## src/rtl/aes_pkg.sv

```systemverilog
// Shared AES definitions: block width, loader FSM states and word placement helper.
package aes_pkg;

  localparam int unsigned AES_BLOCK_W = 128;

  typedef enum logic [0:0] {
    IDLE = 1'b0,
    BUSY = 1'b1
  } loader_state_t;

  // Top bit of word k inside a block; word 0 occupies the most significant slice.
  function automatic int unsigned word_msb(input int unsigned k, input int unsigned word_w);
    return AES_BLOCK_W - 1 - k * word_w;
  endfunction

endpackage

```

## src/rtl/aes_edge_detect.sv

```systemverilog
// Registered rising-edge detector with synchronous active-low reset.
module aes_edge_detect (
  input  logic clk,
  input  logic rst_n,
  input  logic d,
  output logic rise
);

  logic d_q, d_d;

  always_comb begin
    d_d  = d;
    rise = d && !d_q;
  end

  always_ff @(posedge clk) begin
    if (!rst_n) begin
      d_q <= 1'b0;
    end else begin
      d_q <= d_d;
    end
  end

endmodule

```

## src/rtl/aes_block_loader.sv

```systemverilog
// Packs streamed plaintext words into 128-bit blocks and launches the AES core,
// filling the next block while the current one is being encrypted.
module aes_block_loader
  import aes_pkg::*;
#(
  parameter int unsigned WORD_W = 32,
  parameter int unsigned CNT_W  = 16
) (
  input  logic                   clk,
  input  logic                   rst_n,
  input  logic [WORD_W-1:0]      in_word,
  input  logic                   in_valid,
  output logic                   in_ready,
  input  logic                   abort,
  output logic [AES_BLOCK_W-1:0] originaltext,
  output logic                   aes_start,
  input  logic                   aes_done,
  output logic                   busy,
  output logic [CNT_W-1:0]       blk_count
);

  localparam int unsigned WORDS  = AES_BLOCK_W / WORD_W;
  localparam int unsigned WCNT_W = (WORDS > 1) ? $clog2(WORDS) : 1;

  loader_state_t          state_q, state_d;
  logic [AES_BLOCK_W-1:0] fill_buf_q, fill_buf_d;
  logic [AES_BLOCK_W-1:0] text_q, text_d;
  logic [WCNT_W-1:0]      wcnt_q, wcnt_d;
  logic                   full_q, full_d;
  logic                   start_q, start_d;
  logic [CNT_W-1:0]       cnt_q, cnt_d;
  logic                   done_rise;
  logic                   accept;
  logic                   launch;

  aes_edge_detect u_done_edge (
    .clk  (clk),
    .rst_n(rst_n),
    .d    (aes_done),
    .rise (done_rise)
  );

  always_comb begin
    in_ready     = !full_q && rst_n;
    accept       = in_valid && in_ready && !abort;
    launch       = (state_q == IDLE) && full_q && !abort;
    originaltext = text_q;
    aes_start    = start_q;
    busy         = (state_q == BUSY);
    blk_count    = cnt_q;
  end

  always_comb begin
    fill_buf_d = fill_buf_q;
    wcnt_d     = wcnt_q;
    full_d     = full_q;
    state_d    = state_q;
    text_d     = text_q;
    start_d    = 1'b0;
    cnt_d      = cnt_q;

    // A word arriving together with abort is dropped.
    if (abort) begin
      wcnt_d = '0;
      full_d = 1'b0;
    end else if (accept) begin
      for (int unsigned k = 0; k < WORDS; k++) begin
        if (wcnt_q == WCNT_W'(k)) begin
          fill_buf_d[word_msb(k, WORD_W) -: WORD_W] = in_word;
        end
      end
      if (wcnt_q == WCNT_W'(WORDS - 1)) begin
        wcnt_d = '0;
        full_d = 1'b1;
      end else begin
        wcnt_d = wcnt_q + 1'b1;
      end
    end

    unique case (state_q)
      IDLE: begin
        if (launch) begin
          text_d  = fill_buf_q;
          full_d  = 1'b0;
          start_d = 1'b1;
          cnt_d   = cnt_q + 1'b1;
          state_d = BUSY;
        end
      end
      BUSY: begin
        if (done_rise) begin
          state_d = IDLE;
        end
      end
      default: state_d = IDLE;
    endcase
  end

  always_ff @(posedge clk) begin
    if (!rst_n) begin
      state_q    <= IDLE;
      fill_buf_q <= '0;
      text_q     <= '0;
      wcnt_q     <= '0;
      full_q     <= 1'b0;
      start_q    <= 1'b0;
      cnt_q      <= '0;
    end else begin
      state_q    <= state_d;
      fill_buf_q <= fill_buf_d;
      text_q     <= text_d;
      wcnt_q     <= wcnt_d;
      full_q     <= full_d;
      start_q    <= start_d;
      cnt_q      <= cnt_d;
    end
  end

endmodule

```

## config.mk

```make
export PLATFORM = sky130hd
export DESIGN_NAME = aes_block_loader
export DESIGN_NICKNAME = d
export VERILOG_FILES = /design/src/rtl/aes_pkg.sv /design/src/rtl/aes_edge_detect.sv /design/src/rtl/aes_block_loader.sv
export SDC_FILE = /design/constraint.sdc
export NUM_CORES = 1
export LEC_CHECK = 0
export CAP_MARGIN = 20
export CORE_ASPECT_RATIO = 1.2
export CORE_MARGIN = 1
export CORE_UTILIZATION = 51
export DETAILED_ROUTE_END_ITERATION = 7
export PLACE_DENSITY = 0.88
export SLEW_MARGIN = 20
export SYNTH_ARGS = -nofsm -noshare
export SYNTH_HDL_FRONTEND = slang
export SYNTH_SLANG_ARGS = --single-unit
```

## constraint.sdc

```tcl
create_clock -name clk -period 2.4 [get_ports clk]
set_input_delay 0.48 -clock clk [delete_from_list [all_inputs] [get_ports clk]]
set_output_delay 0.48 -clock clk [all_outputs]
set_load 0.03 [all_outputs]
```

# Word-level counts from Yosys, hierarchy flattened

Index checks and enable logic that the tools add are counted.

Flip-flop bits (word level): 278
Output and inout bits: 147
Word-level logic and storage cells: 45

Bitwise logic cells: 3
Muxes and demuxes: 9
Equal/unequal tests: 3
$add $sub $neg: 2
Reductions and logical operators: 17

Operators with widths:

| kind                                                             | number |
|---|---|
| 16-bit by 1-bit adder with 16-bit output (second input constant) | 1 |
| 3-bit AND reduction                                              | 4 |
| 1-bit 2-to-1 mux                                                 | 7 |
| 1-bit logical AND                                                | 6 |
| 2-bit == test (second input constant)                            | 2 |
| 2-bit OR reduction                                               | 2 |
| 1-bit logical NOT                                                | 3 |
| 1-bit inverter                                                   | 3 |
| 2-bit by 1-bit adder with 2-bit output (second input constant)   | 1 |
| 2-bit by 1-bit == test with 1-bit output (second input constant) | 1 |
| 2-bit logical NOT                                                | 1 |
| 2-bit 2-to-1 mux                                                 | 1 |
| 1-bit one-hot mux with 2 select lines                            | 1 |
| 2-bit AND reduction                                              | 1 |

# Longest topological paths before layout

Gate-level depths: netlist of the first run.

Depth in word-level cells: 8
Mapped depth: 7

# Hierarchy

Synthesis of the first run repeated with hierarchy kept, for this count alone.

Cells, all modules: 1229
Area, all modules: 9690.5 um^2

By module, submodules not included:

| module           | times used | cells an instance | area an instance (um^2) |
|---|---|---|---|
| aes_block_loader | 1          | 1226              | 9650.5 |
| aes_edge_detect  | 1          | 3                 | 40.0 |

# Worst setup path after synthesis of the first run

OpenSTA, ideal clock, no wires.

Path kind: in2reg
From: input port abort
To: register cnt_q[15], in the netlist blk_count[15]
Slack: 447 ps
Data arrival time: 1883 ps
Stages: 4
Required time: 2330 ps
Library setup time: 70 ps
Cell sequence: or3b_1 or4_4 or3_1 a21oi_1

Longest elaborated chain between the ends: 3

Ends and longest elaborated chain:

| element                              | RTL line                | source |
|---|---|---|
| start: declaration                   | aes_block_loader.sv:14  | `input logic abort,` |
| 1-bit logical NOT                    | aes_block_loader.sv:46  | `launch = (state_q == IDLE) && full_q && !abort;` |
| 1-bit logical AND                    | aes_block_loader.sv:46  |  |
| 2-bit AND reduction (no source line) | -                       |  |
| end signal: assignment               | aes_block_loader.sv:115 | `cnt_q <= cnt_d;` |
| end: declaration                     | aes_block_loader.sv:31  | `logic [CNT_W-1:0] cnt_q, cnt_d;` |

Every way passes these cells.
A chain may end at the register's enable or synchronous reset.

# Worst setup path in the final report of the first run

From: register cnt_q[2], in the netlist blk_count[2]
To: output port blk_count[2]

RTL lines:

| element          | RTL line               | source |
|---|---|---|
| end: declaration | aes_block_loader.sv:19 | `output logic [CNT_W-1:0] blk_count` |

No word-level cell between the ends.

==> impl_results.md, run 1 <==
* Diode count at 0
* RSZ-0062 raised after global routing: false
* Hold Vio Cnt, Final at 0
* CTS tree: done
* Yosys cell types at 26
* Pleak at 0.004166 uW
* Netlist Area Pre-Place at slightly below 10000 um2
* Resize count post-CTS at 0
* Power per cell area at between 700 and 800 nW/um2
* Data required time at the worst endpoint at 1.92 ns
* Post-route ant nets at 0
* Synthesized Nets at 1268
* Setup CP Type: reg -> out
* CP max FO at 7
* Syn Inst Count at 1226
* Max-slew violation count at 0
* DR WL/cell at approximately 16 um
* RD Place Congestion at 0.8514
* Vias in the first global route at approximately 8300
* Detailed placement HPWL at around 17 mm
* Status: finished, final reports clean
* Area of placed instances at 11810 um2
* Synth area leader: dfxtp_1
* DR pass1 iterations at 5
* Top cells by area, synth: dfxtp_1 (58%), nand2_1 (20%), a21oi_1 (14%), clkbuf_1 (3.1%), ha_1 (0.65%)
* CP Capture Type: primary output
* Placeable Area at 18380 um2
* Initial Util at 52.56%
* Power, Total at slightly above 9000 uW
* Met2 Track Usage GR at 43.46%
* Nets at 1419
* Setup violators final at 0
* Largest net degree at the start of global routing at 138
* Worst-path clk slew at 0.06 ns
* Post-Layout Inst Area at 12700 um2
* Grt ovf at 0
* M3 GR Usage at 3.476%
* Layout cell share with drive strength beyond 1 at 5.591%
* Top cell type's share of synthesized area at 57.62%
* Max-cap violations at 0
* IO Port Bufs at 183
* Minimum clock period at 2.216 ns
* Part of the Yosys area used for sequential elements at 57.62%
* GR Util All Layers at 26.22%
* Die Ht at 152.8 um
* Detailed-route DRC error count at 0
* Worst-margin pin slew at 0.5918 ns
* Cts-stage hold buffer count at 0
* First DRT Iteration DRCs at 902
* Yosys Warn Count at 0
* Final core occ at a little under 70%
* Area Overhead vs Synth at 31.45%
* I/O Pins at roughly 180
* Worst path bufs/invs at 1
* Global-route wire length before repair at 41.48 mm
* Crit share post-route at 92.33%
* Clock latency on the worst-skew pair at 0.52 ns
* Critical path startpoint category: register
* CTS Sinks at 278
* Worst path slowest cell: clkdlybuf4s50_1
* Most Used Layer, Global Route: met2
* Max_slew headroom at 60.54%
* CTS buffer count at 26
* Total Routed Length at roughly 26 mm
* Synth Area per Inst at around 7.9 um2
* CP delay by family, top: buffers and inverters
* Post-CTS Setup Inserts at 0
* Fmax at 451.3 MHz
* Vias per cell at 5.277
* Met1 usage at between 30% and 40%
* CTS root buffer: clkbuf_16
* Row cnt at 54
* Initial antenna violation count at 0
* FF+latch count, synth at 278
* Skew final at 0.01169 ns
* Die W at 127.6 um
* Via count at 8692
* Setup TNS at 0 ns
* Crit-path max cell delay at about 0.73 ns
* Arrival @ worst endpoint at 1.74 ns
* Die area at 19500 um2
* Worst hold slack at 0.4504 ns
* Worst min path class: reg -> reg
* Clock tree buffer depth at 3
* H-tree level count at 1
* Worst path cell trace: clkdlybuf4s50_1
* Maximum VDD drop at 0.0005581 V
## layout by cell type, fill, tap and decap left out, drive strengths merged
| cell | synthesis | routed |
|---|---|---|
| and4bb | 2 | 2 |
| ha | 5 | 5 |
| nor2 | 15 | 15 |
| or3b | 1 | 1 |
| xnor2 | 5 | 5 |
| nor4 | 1 | 1 |
| clkdlybuf4s50 | 0 | 182 |
| mux2i | 1 | 1 |
| bufinv | 0 | 2 |
| clkinv | 1 | 5 |
| nand4 | 6 | 6 |
| and2 | 4 | 4 |
| inv | 3 | 5 |
| and4 | 1 | 1 |
| clkbuf | 80 | 35 |
| and3 | 2 | 2 |
| a21oi | 265 | 265 |
| nand2b | 2 | 2 |
| buf | 7 | 28 |
| nand3 | 3 | 3 |
| dfxtp | 278 | 278 |
| or3 | 5 | 5 |
| nand2 | 523 | 523 |
| clkinvlp | 0 | 3 |
| xor2 | 5 | 5 |
| nor3 | 3 | 3 |
| nor3b | 1 | 1 |
| o21ai | 6 | 6 |
| or4 | 1 | 1 |
## layout make-up
type | count | area [um2]
fill | 1455 | 5680
sequential | 278 | 5565
multi-input combinational | 857 | 3760
timing repair buffer | 210 | 2145
clock buffer | 35 | 765.7
tap | 252 | 315.3
clock inverter | 11 | 123.9
inverter | 4 | 22.52
## through the flow
stage               instances  setup slack [ns]
global placement         1601          -0.01599
detailed placement       1601          -0.03034
floorplan                1226            0.4469
global route             1647            0.1362
CTS                      1647            0.1672
finish                   1647            0.1840
## worst paths after layout
path / startpoint / endpoint / slack [ns] / depth (start not counted)
max: blk_count[2] / blk_count[2] / 0.18 / 1
min: fill_buf_q[81] / originaltext[81] / 0.45 / 2
max reg2reg: full_q / blk_count[15] / 0.47 / 4
min reg2reg: fill_buf_q[81] / originaltext[81] / 0.45 / 2
## power breakdown
group | internal (uW) | switching (uW)
clock network | 2460 | 1740
logic | 93.0 | 177
registers | 4640 | 12.7
## cell usage after synthesis (all sizes together)
| cell type | number |
|---|---|
| or4 | 1 |
| mux2i | 1 |
| inv | 3 |
| and2 | 4 |
| xor2 | 5 |
| nor3b | 1 |
| nand2b | 2 |
| a21oi | 265 |
| nand3 | 3 |
| nand4 | 6 |
| and3 | 2 |
| nor2 | 15 |
| clkinv | 1 |
| ha | 5 |
| xnor2 | 5 |
| and4bb | 2 |
| nor3 | 3 |
| nor4 | 1 |
| buf | 7 |
| dfxtp | 278 |
| or3 | 5 |
| or3b | 1 |
| and4 | 1 |
| nand2 | 523 |
| o21ai | 6 |
| clkbuf | 80 |
## metal layers
layer	part of all wire [%]	routed length [um]
met5	0	0
met4	4.0	1033
met3	6.5	1682
met2	48	12510
met1	41	10750
## registers in the layout (all words and copies together) (netlist names)
register	count
aes_start	1
blk_count	16
busy	1
fill_buf_q	128
full_q	1
originaltext	128
u_done_edge.d_q	1
wcnt_q	2
## cell families after synthesis
family | count (synthesis) | synth area share, %
and+or+nand+nor | 570 | 23.15
DFF | 278 | 57.62
AOI/OAI and AO/OA | 271 | 14.04
buffers and inverters | 91 | 3.536
xor gates and xnor gates | 10 | 0.9067
adders and majority gates | 5 | 0.6477
muxes | 1 | 0.1036
Power figures use the tool's default switching activity.
==> run 2, diff against run 1 <==
--- a/config.mk
+++ b/config.mk
@@ -6,7 +6,7 @@
 export NUM_CORES = 1
 export LEC_CHECK = 0
 export CAP_MARGIN = 20
-export CORE_ASPECT_RATIO = 1.2
+export CORE_ASPECT_RATIO = 0.8
 export CORE_MARGIN = 1
 export CORE_UTILIZATION = 51
 export DETAILED_ROUTE_END_ITERATION = 7
==> run 2 against run 1 <==
  * Utilization increased by 0.27 points
  * Worst hold slack got worse by 0.0039 ns
  * Sequential power about the same
  * Critical path depth increased by 3
  * First-iteration DRC count decreased by 11%
  * Register-to-register slack got worse by 0.11 ns
  * Final cell count about the same
  * Worst setup slack got worse by 0.15 ns
  * Critical endpoint is now in_ready
==> impl_results.md, run 2 (synthesis gave the netlist of run 1 again) <==
* Status: finished, final reports clean
* CP max FO at 2
* Die area at 19500 um2
* Arrival @ worst endpoint at 1.88 ns
* Fmax at 423.3 MHz
* IO Port Bufs at 183
* Worst min path class: reg -> reg
* Detailed-route DRC error count at 0
* Grt ovf at 0
* H-tree level count at 1
* Max-cap violations at 0
* R2R setup slack at 0.36 ns
* Setup CP Type: in -> out
* RSZ-0062 raised after global routing: false
* CTS buffer count at 26
* Clock tree buffer depth at 3
* Commonest non-fill, non-tap cell in the layout: nand2_1
* Critical path startpoint category: primary input
* Post-CTS Setup Inserts at 0
* GR Util All Layers at 27.06%
* Diode count at 0
* I/O Pins at 184
* DR WL/cell at 16.24 um
* First DRT Iteration DRCs at 800
* Initial antenna violation count at 0
* Worst-margin pin slew at 0.6506 ns
* Most frequent cells in the layout: nand2_1 (523), dfxtp_1 (278), a21oi_1 (265)
* Skew final at 0.008745 ns
* Vias in the first global route at 8090
* Die Ht at 125.1 um
* Die W at between 150 and 200 um
* Hold Vio Cnt, Final at 0
* Clock latency on the worst-skew pair at between 0.5 and 0.6 ns
* Area Overhead vs Synth at 31.63%
* Placeable Area at 18330 um2
* Vias per cell at 5.297
* Post-route ant nets at 0
* Worst hold slack at around 0.45 ns
* Max-slew violation count at 0
* CTS Sinks at about 280
* Maximum VDD drop at 0.0004701 V
* Detailed placement HPWL at 16.99 mm
* CP Capture Type: primary output
* Global-route wire length before repair at around 42 mm
* Row cnt at 44
* Minimum clock period at 2.362 ns
* Nets at 1417
* Worst-path clk slew at 0.06 ns
* Pleak at 0.004174 uW
* R2R cell count at 5
* CTS root buffer: clkbuf_16
* DR pass1 iterations at 8
* Fill cells at ~1500
* Total Routed Length at 26.77 mm
* Data required time at the worst endpoint at 1.92 ns
* CTS tree: done
* Layout cell share with drive strength beyond 1 at 5.520%
* Max_slew headroom at 56.63%
* Power per cell area at approximately 700 nW/um2
* Initial Util at 52.69%
* Crit share post-route at 98.43%
* RD Place Congestion at 0.8464
* Hold Path Stages at 2
* Largest net degree at the start of global routing at about 280
* Setup violators final at 0
* Final Non-Filler Cells at 1648
* Via count at 8729
* # placed instances at about 1600
==> run 2: cell count changes in the layout (fill, tap and decap cells not counted), sizes merged <==
cell / before / now
buf: 28 / 25
clkbuf: 35 / 36
clkinvlp: 3 / 2
clkdlybuf4s50: 182 / 183
bufinv: 2 / 0
inv: 5 / 4
clkinv: 5 / 10
==> run 2: metal layers <==
| metal | global-route usage, % | vias to the layer above | wire [um] |
|---|---|---|---|
| li1 | - | 4249 | - |
| met1 | 39.18 | 4083 | 12210 |
| met2 | 41.33 | 334 | 11920 |
| met3 | 3.986 | 63 | 1830 |
| met4 | 8.824 | 0 | 802 |
| met5 | 0 | - | 0 |
==> run 2: layout make-up <==
cell class,instances,area [um2],area share (%)
sequential,278,5565,43.77
multi-input combinational,857,3760,29.57
timing repair buffer,208,2206,17.35
clock buffer,36,779.5,6.131
tap,253,316.6,2.490
clock inverter,12,65.06,0.5117
inverter,4,22.52,0.1771
==> run 2: critical path, cell delays in order <==
cell and delay (ns):
clkdlybuf4s50_1 0.60, inv_8 0.05, nor2_1 0.08, clkdlybuf4s50_1 0.67
==> run 2: worst paths after layout <==
check / from / endpoint
setup / recovery: rst_n / in_ready
hold / removal: fill_buf_q[5] / originaltext[5]
setup reg to reg: busy / originaltext[67]
hold reg to reg: fill_buf_q[5] / originaltext[5]
==> run 2: timing repair <==
item                                    in CTS  in global routing
endpoints found under the setup margin       0                  1
hold buffers                                 0                  0
resized for setup                            0                  1
==> run 2: stage by stage <==
stage	instance area, um2	worst slack [ns]	utilization, %	setup TNS, ns	power (uW)
final	12710	0.03778	69.36	0	8934
after global routing	12710	0.01241	69.36	0	9173
after CTS	12680	0.02665	69.19	0	8964
after detailed placement	11840	-0.3685	64.58	-18.43	5023
after global placement	11840	-0.3013	64.58	-15.84	5020
after floorplan	9659	0.4469	-	0	4864
==> run 2: power by group <==
group | leakage [uW] | internal, uW | switching (uW) | total (uW)
clock | 0.000425 | 2270 | 1730 | 4000
sequential | 0.00224 | 4640 | 12.7 | 4650
combinational | 0.00151 | 95.5 | 186 | 282
total | 0.00417 | 7000 | 1930 | 8930
